<file path="src/rtl/des_key_schedule.sv">
// Iterative DES key schedule: one 48-bit round key per clock, all sixteen
// delivered on a 768-bit bus with K1 (or K16 when decrypting) in the top slot.
module des_key_schedule #(
  parameter bit DECRYPT_CAPABLE = 1'b1
) (
  input  logic         clk,
  input  logic         rst_n,
  input  logic         start,
  input  logic [63:0]  key,
  input  logic         decrypt,
  output logic         busy,
  output logic         done,
  output logic [767:0] round_keys
);

  typedef enum logic [1:0] {
    IDLE     = 2'd0,
    LOAD_GEN = 2'd1,
    DONE     = 2'd2
  } state_e;

  // FIPS bit i of an N-bit vector lives at index N-i (bit 1 is the MSB).
  localparam int PC1_T [56] = '{
    57, 49, 41, 33, 25, 17,  9,
     1, 58, 50, 42, 34, 26, 18,
    10,  2, 59, 51, 43, 35, 27,
    19, 11,  3, 60, 52, 44, 36,
    63, 55, 47, 39, 31, 23, 15,
     7, 62, 54, 46, 38, 30, 22,
    14,  6, 61, 53, 45, 37, 29,
    21, 13,  5, 28, 20, 12,  4
  };

  localparam int PC2_T [48] = '{
    14, 17, 11, 24,  1,  5,
     3, 28, 15,  6, 21, 10,
    23, 19, 12,  4, 26,  8,
    16,  7, 27, 20, 13,  2,
    41, 52, 31, 37, 47, 55,
    30, 40, 51, 45, 33, 48,
    44, 49, 39, 56, 34, 53,
    46, 42, 50, 36, 29, 32
  };

  function automatic logic [55:0] pc1(input logic [63:0] k);
    logic [55:0] r;
    for (int i = 0; i < 56; i++) r[55-i] = k[64-PC1_T[i]];
    return r;
  endfunction

  function automatic logic [47:0] pc2(input logic [55:0] cd);
    logic [47:0] r;
    for (int i = 0; i < 48; i++) r[47-i] = cd[56-PC2_T[i]];
    return r;
  endfunction

  // Rounds 1, 2, 9 and 16 rotate by one; all others by two.
  function automatic logic shift_two(input logic [3:0] rnd);
    logic r;
    case (rnd)
      4'd0, 4'd1, 4'd8, 4'd15: r = 1'b0;
      default:                 r = 1'b1;
    endcase
    return r;
  endfunction

  state_e         state_q, state_d;
  logic [3:0]     rnd_q, rnd_d;
  logic [27:0]    c_q, c_d, d_q, d_d;
  logic           mode_q, mode_d;
  logic           busy_q, busy_d;
  logic           done_q, done_d;
  logic [767:0]   round_keys_q, round_keys_d;

  logic [55:0]    pc1_s;
  logic [27:0]    c_rot_s, d_rot_s;
  logic [47:0]    kn_s;
  logic [3:0]     slot_s;

  // Rotated halves, current round key and its destination slot.
  always_comb begin
    pc1_s   = pc1(key);
    c_rot_s = shift_two(rnd_q) ? {c_q[25:0], c_q[27:26]} : {c_q[26:0], c_q[27]};
    d_rot_s = shift_two(rnd_q) ? {d_q[25:0], d_q[27:26]} : {d_q[26:0], d_q[27]};
    kn_s    = pc2({c_rot_s, d_rot_s});
    slot_s  = mode_q ? (4'd15 - rnd_q) : rnd_q;
  end

  // Next-state and datapath update.
  always_comb begin
    state_d      = state_q;
    rnd_d        = rnd_q;
    c_d          = c_q;
    d_d          = d_q;
    mode_d       = mode_q;
    round_keys_d = round_keys_q;
    case (state_q)
      IDLE: begin
        if (start) begin
          c_d     = pc1_s[55:28];
          d_d     = pc1_s[27:0];
          mode_d  = decrypt & DECRYPT_CAPABLE;
          rnd_d   = 4'd0;
          state_d = LOAD_GEN;
        end else begin
          state_d = IDLE;
        end
      end
      LOAD_GEN: begin
        c_d = c_rot_s;
        d_d = d_rot_s;
        for (int s = 0; s < 16; s++) begin
          round_keys_d[767-48*s -: 48] = (4'(s) == slot_s) ? kn_s
                                                           : round_keys_q[767-48*s -: 48];
        end
        if (rnd_q == 4'd15) begin
          state_d = DONE;
        end else begin
          rnd_d = rnd_q + 4'd1;
        end
      end
      DONE:    state_d = IDLE;
      default: state_d = IDLE;
    endcase
    busy_d = (state_d != IDLE);
    done_d = (state_d == DONE);
  end

  // State and output registers with synchronous active-low reset.
  always_ff @(posedge clk) begin
    if (!rst_n) begin
      state_q      <= IDLE;
      rnd_q        <= 4'd0;
      c_q          <= 28'd0;
      d_q          <= 28'd0;
      mode_q       <= 1'b0;
      busy_q       <= 1'b0;
      done_q       <= 1'b0;
      round_keys_q <= 768'd0;
    end else begin
      state_q      <= state_d;
      rnd_q        <= rnd_d;
      c_q          <= c_d;
      d_q          <= d_d;
      mode_q       <= mode_d;
      busy_q       <= busy_d;
      done_q       <= done_d;
      round_keys_q <= round_keys_d;
    end
  end

  assign busy       = busy_q;
  assign done       = done_q;
  assign round_keys = round_keys_q;

endmodule

</file>
<file path="config.mk">
export PLATFORM = sky130hd
export DESIGN_NAME = des_key_schedule
export DESIGN_NICKNAME = d
export VERILOG_FILES = /design/src/rtl/des_key_schedule.sv
export SDC_FILE = /design/constraint.sdc
export NUM_CORES = 1
export LEC_CHECK = 0
export ABC_AREA = 1
export BUFFER_PORTS_ARGS = -buffer_cell sky130_fd_sc_hd__buf_2
export CAP_MARGIN = 20
export CELL_PAD_IN_SITES_DETAIL_PLACEMENT = 1
export CELL_PAD_IN_SITES_GLOBAL_PLACEMENT = 1
export CORE_AREA = 2 2 331 333
export CTS_CLUSTER_DIAMETER = 150
export CTS_CLUSTER_SIZE = 8
export DETAILED_ROUTE_END_ITERATION = 10
export DIE_AREA = 0 0 333 335
export PLACE_DENSITY = 0.79
export SYNTH_ARGS = -nofsm -noshare
export SYNTH_HDL_FRONTEND = slang
export SYNTH_SLANG_ARGS = --single-unit
</file>
<file path="constraint.sdc">
create_clock -name clk -period 2.1 [get_ports clk]
set_clock_uncertainty 0.15 [all_clocks]
set_input_delay 0.21 -clock clk [delete_from_list [all_inputs] [get_ports clk]]
set_output_delay 0.21 -clock clk [all_outputs]
set_load 0.005 [all_outputs]
</file>
## After elaboration in Yosys (flattened, before gate mapping)

Cells that the tools add are included.

| cells by class | value |
|---|---|
| $add $sub $neg | 2 |
| reduce and logical (&&, ||, !) cells | 25 |
| equal/unequal tests | 22 |
| mux-type cells | 13 |

Operators by type and width:

| cell | number |
|---|---|
| $mux 28 | 4 |
| $pmux 28 s2 | 2 |
| $reduce_and 2->1 | 18 |
| $eq 4x4->1 const A | 8 |
| $eq 3x4->1 const A | 4 |
| $mux 4 | 3 |
| $eq 2x4->1 const A | 2 |
| $eq 4x4->1 const B | 2 |
| $logic_not 4->1 | 2 |
| $pmux 4 s2 | 1 |
| $add 4x1->4 const B | 1 |
| $eq 1x4->1 const A | 1 |
| $eq 4x1->1 const B | 1 |
| $ne 2x2->1 const B | 2 |
| $pmux 2 s2 | 1 |
| $reduce_bool 2->1 | 2 |
| $reduce_or 4->1 | 1 |
| $sub 4x4->4 const A | 1 |
| $reduce_and 3->1 | 1 |
| $eq 2x1->1 const B | 1 |
| $eq 2x2->1 const B | 1 |
| $logic_not 2->1 | 1 |
| $mux 2 | 1 |
| $mux 1 | 1 |

| storage, ports and cells | value |
|---|---|
| word-level logic and storage cells | 85 |
| bits of input ports | 68 |
| flip-flop bits (word level) | 833 |

## Depth between registers and ports, before layout

| depth | value |
|---|---|
| depth after elaboration | 4 |
| gate-level depth with buffers | 14 |

## Worst setup path after synthesis

Ideal clock, no wire load.

| timing path | value |
|---|---|
| path type | register to register |
| from | reg rnd_q[0] |
| to | reg c_q[10] |
| arrival time | 1.715 ns |
| required time | 1.841 ns |
| buffers on the path | 3 |
| path slack | 0.126 ns |
| stages on the path, launching flop included | 12 |
| period minus slack after synthesis | 1.974 ns |
| library setup time | 0.109 ns |
| cell sequence | dfxtp_1 -> ha_1 -> nand3_2 -> nand2_2 -> buf_6 -> buf_6 -> buf_2 -> nand2_1 -> nand3_1 -> nand3_1 -> nand2_1 -> inv_1 |

| between the ends | value |
|---|---|
| longest elaborated chain between the ends | 4 |
| elaborated cells between the ends (all ways) | 7 |

RTL lines:

| element | RTL line | source |
|---|---|---|
| start: declaration | 68 | `logic [3:0] rnd_q, rnd_d;` |
| start signal: assignment | 142 | `rnd_q <= rnd_d;` |
| $eq 4x4->1 (tied with other cells) | 60 | `case (rnd)` |
| $reduce_or 4->1 (*) | 60 |  |
| $mux 28 (*) | 83 | `c_rot_s = shift_two(rnd_q) ? {c_q[25:0], c_q[27:26]} : {c_q[26:0], c_q[27]};` |
| $pmux 28 s2 (*) | 97 | `case (state_q)` |
| end signal: assignment | 134 | `c_q <= 28'd0;` |
| end signal: assignment | 143 | `c_q <= c_d;` |
| end: declaration | 69 | `logic [27:0] c_q, c_d, d_q, d_d;` |

Every way passes the cells marked *; elsewhere a longest branch is shown, timed or not.
A chain may end at the register's enable or synchronous reset.

## Worst setup path after layout

| timing path | value |
|---|---|
| from | reg rnd_q[1] |
| to | reg round_keys_q[337], in the netlist round_keys[337] |

| between the ends | value |
|---|---|
| longest elaborated chain between the ends | 4 |
| elaborated cells between the ends (all ways) | 10 |

RTL lines:

| element | RTL line | source |
|---|---|---|
| $sub 4x4->4 | 86 | `slot_s = mode_q ? (4'd15 - rnd_q) : rnd_q;` |
| $mux 4 | 86 |  |
| $eq 4x4->1 | 113 | `round_keys_d[767-48*s -: 48] = (4'(s) == slot_s) ? kn_s` |
| $reduce_and 2->1 (no source line) | -- |  |
| end signal: assignment | 148 | `round_keys_q <= round_keys_d;` |
| end: declaration | 73 | `logic [767:0] round_keys_q, round_keys_d;` |

Parallel ways exist; a longest one is shown, timed or not.

==> results.py <==
metrics = {
    "status": {
        "status": "complete, but fails checks",
        "violations": "setup timing",
    },
    "critical_path": {
        "cp_common_cell": "buf_6",
        "r2r-start": "rnd_q[1]",
        "crit_arrival_ns": 2.58,
        "path_class": "reg2reg",
        "worstPathCellList": "buf_6 -> buf_6 -> xnor2_4 -> buf_6 -> nand2_2 -> nor2_2 -> buf_6 -> nand2_8 -> clkbuf_16 -> nor2_1 -> nor2_1",
        "crit_path_max_fanout": 23,
        "r2r_setup_slack_ns": -0.06,
        "crit_path_end_kind": "register",
        "crit_path_max_incr_delay_ns": 0.33,
        "required_ns": 2.52,
        "reg2reg_depth": 11,
        "r2r-end": "round_keys[337]",
        "worst_path_max_delay_cell": "dfxtp_2",
        "critPathLaunchType": "register",
    },
    "clock_tree": {
        "clk_pin_slew_ns": 0.06,
        "htreeDepth": 3,
        "clk_latency_ns": 0.69,
        "cts_tree": "done",
        "clock_sink_count": 833,
        "cts-root-buf": "clkbuf_16",
        "cts_max_path_buffers": 3,
        "cts_made_buffers": 114,
    },
    "sta": {
        "final.setup.worst_slack_ns": -0.0614,
        "worstMarginPinSlew_ns": 0.638,
        "period_minus_slack_ns": 2.16,
        "fmax_ghz": 0.463,
        "setup_viol": 113,
        "fin_crit_sh_pct": 103,
        "drv_slew": 0,
        "max_slew_margin_pct": 57.5,
        "hold_violations": 0,
        "final.setup.tns_ns": -1.94,
        "rsz0062_at_grt": "yes",
    },
    "floorplan": {
        "rows": 121,
        "core-area_um2": 108000,
        "dieArea_um2": 112000,
        "start_util_pct": 31.8,
        "die_x_um": 333,
        "ios": 838,
        "die_y_um": 335,
    },
    "synthesis": {
        "ys_seq_elements": 833,
        "synth_cell_types": 30,
        "synth_area_um2": 34300,
        "syn-num-nets": 5240,
        "syn_avg_cell_area_um2": 6.64,
        "yosys_warnings": 0,
        "ys_seq_area_share_pct": 48.6,
        "syn_inst": 5169,
    },
    "min_path": {
        "hold_end": "c_q[17]",
        "hold_path_class": "in2reg",
        "hp-start": "start",
        "hold_depth": 6,
    },
    "layout": {
        "layout_common_cells": "nor2_1 (1510), nand2_1 (1387), dfxtp_1 (829), buf_2 (828), inv_1 (650)",
        "fillers": 13820,
        "area_delta_synth_final_pct": 37.3,
        "layout-drive-gt1-share_pct": 22.6,
        "stdcell_area_um2": 47100,
        "layout_commonest_cell": "nor2_1",
        "fin_nets": 6180,
        "instances_no_fill": 7537,
    },
    "route": {
        "drt-initial-drc-count": 1995,
        "ant_nets": 0,
        "routedWlPerCell_um": 21.2,
        "num_vias": 35838,
        "drc": 0,
        "dr.pass1.iters": 5,
        "routed_via_density": 4.75,
        "drt_wl_total_um": 160000,
    },
    "power_and_ir_drop": {
        "p_leak_nw": 26.7,
        "ir_drop_uv": 579,
        "p_per_area_nw_per_um2": 813,
    },
    "place": {
        "placed_cell_area_um2": 41400,
        "place_ws_ns": -0.324,
        "io_buffer_count": 829,
        "dp_cells": 7257,
        "place_hpwl_um": 102000,
        "gp_congestion": 0.804,
    },
    "global_routing": {
        "grt_antenna_before_repair": 9,
        "grt.overflow.total": 0,
        "grt_pass1_vias": 35988,
        "grt_max_degree": 130,
        "grt_pass1_wl_um": 223000,
        "grtUsageTotal_pct": 26.3,
    },
    "run": {
        "drv_cap": 0,
    },
}
-- area by class of cell --
| class | instances | area (um^2) | share of cell area (%) |
|---|---|---|---|
| Tap cell | 1414 | 1770 | 3.76 |
| Timing Repair Buffer | 1154 | 9020 | 19.1 |
| Multi-Input combinational cell | 3344 | 14200 | 30.1 |
| Antenna cell | 9 | 22.5 | 0.0478 |
| Inverter | 662 | 2490 | 5.28 |
| Clock buffer | 115 | 2860 | 6.06 |
| Clock inverter | 6 | 82.6 | 0.175 |
| Sequential cell | 833 | 16700 | 35.4 |
-- stage by stage --
| step | util (%) | hold slack [ns] | power [W] |
|---|---|---|---|
| floorplan | - | 0.195 | 0.0189 |
| global placement | 38.3 | 0.324 | 0.0213 |
| detailed placement | 38.3 | 0.341 | 0.0214 |
| CTS | 42.9 | 0.00557 | 0.0384 |
| global route | 43.6 | 0.0486 | 0.0396 |
| finish | 43.6 | 0.0525 | 0.0383 |
-- sequential cells by signal (all words and copies together), names as in the netlist --
signal and count:
mode_q 1, c_q 28, d_q 28, round_keys 768
rnd_q 4, done 1, busy 1, state_q 2
-- synth_stat cells, drive strengths merged --
master	instances	area share, %
o21ai	287	5.6
ha	3	0.11
inv	661	7.2
and2	3	0.055
a211oi	2	0.044
xnor2	4	0.15
o211ai	2	0.044
a21oi	14	0.20
nor3	7	0.10
nand2	1431	16
xor2	1	0.026
nor2	1556	17
clkbuf	190	2.1
buf	144	2.5
clkinv	1	0.011
dfxtp	833	49
nand3	30	0.47
-- per-layer routing --
| metal | global-route usage, % | vias up | wire length, um |
|---|---|---|---|
| li1 | - | 16892 | - |
| met1 | 32.3 | 17493 | 66800 |
| met2 | 44.3 | 1174 | 75600 |
| met3 | 6.53 | 277 | 11600 |
| met4 | 9.66 | 2 | 5510 |
| met5 | 0 | - | 13 |
-- power breakdown --
group	total, W	leakage (nW)	switching (W)	internal, W
combinational	0.00538	18.5	0.00339	0.00198
clock	0.0164	1.45	0.00697	0.00948
sequential	0.0165	6.74	0.000231	0.0163
-- critical path, delay by kind of cell (launching register included) --
kind | cells | cell delay, ns
xor+xnor | 1 | 0.16
buf+inv | 5 | 0.81
simple gates | 5 | 0.55
flops | 1 | 0.33
-- worst max-delay path by stage --
stage / start / endpoint / cells after the start
3_5_place_dp: rnd_q[0] / round_keys[51] / 10
3_3_place_gp: rnd_q[0] / round_keys[3] / 10
4_1_cts: rnd_q[1] / round_keys[100] / 11
2_1_floorplan: rnd_q[0] / c_q[10] / 11
5_1_grt: rnd_q[1] / round_keys[186] / 12
6_report: rnd_q[1] / round_keys[337] / 11
-- kinds of logic after synthesis --
| kind of cell | after synthesis | share of synthesized area, % |
|---|---|---|
| AND/OR/NAND/NOR | 3027 | 33.3 |
| AO/OA/AOI/OAI | 305 | 5.94 |
| XOR/XNOR | 5 | 0.171 |
| flip-flops | 833 | 48.6 |
| adder cells (fa/ha/maj) | 3 | 0.109 |
| buffers and inverters | 996 | 11.9 |
-- timing repair --
item,CTS,global route
hold buffers,60,0
buffers inserted,47,12
endpoints found under the hold margin,271,0
pin swaps,34,28
gates resized for setup,99,93
endpoints found under the setup margin,794,733
gates cloned,17,23
Power figures use the tool's default switching activity.
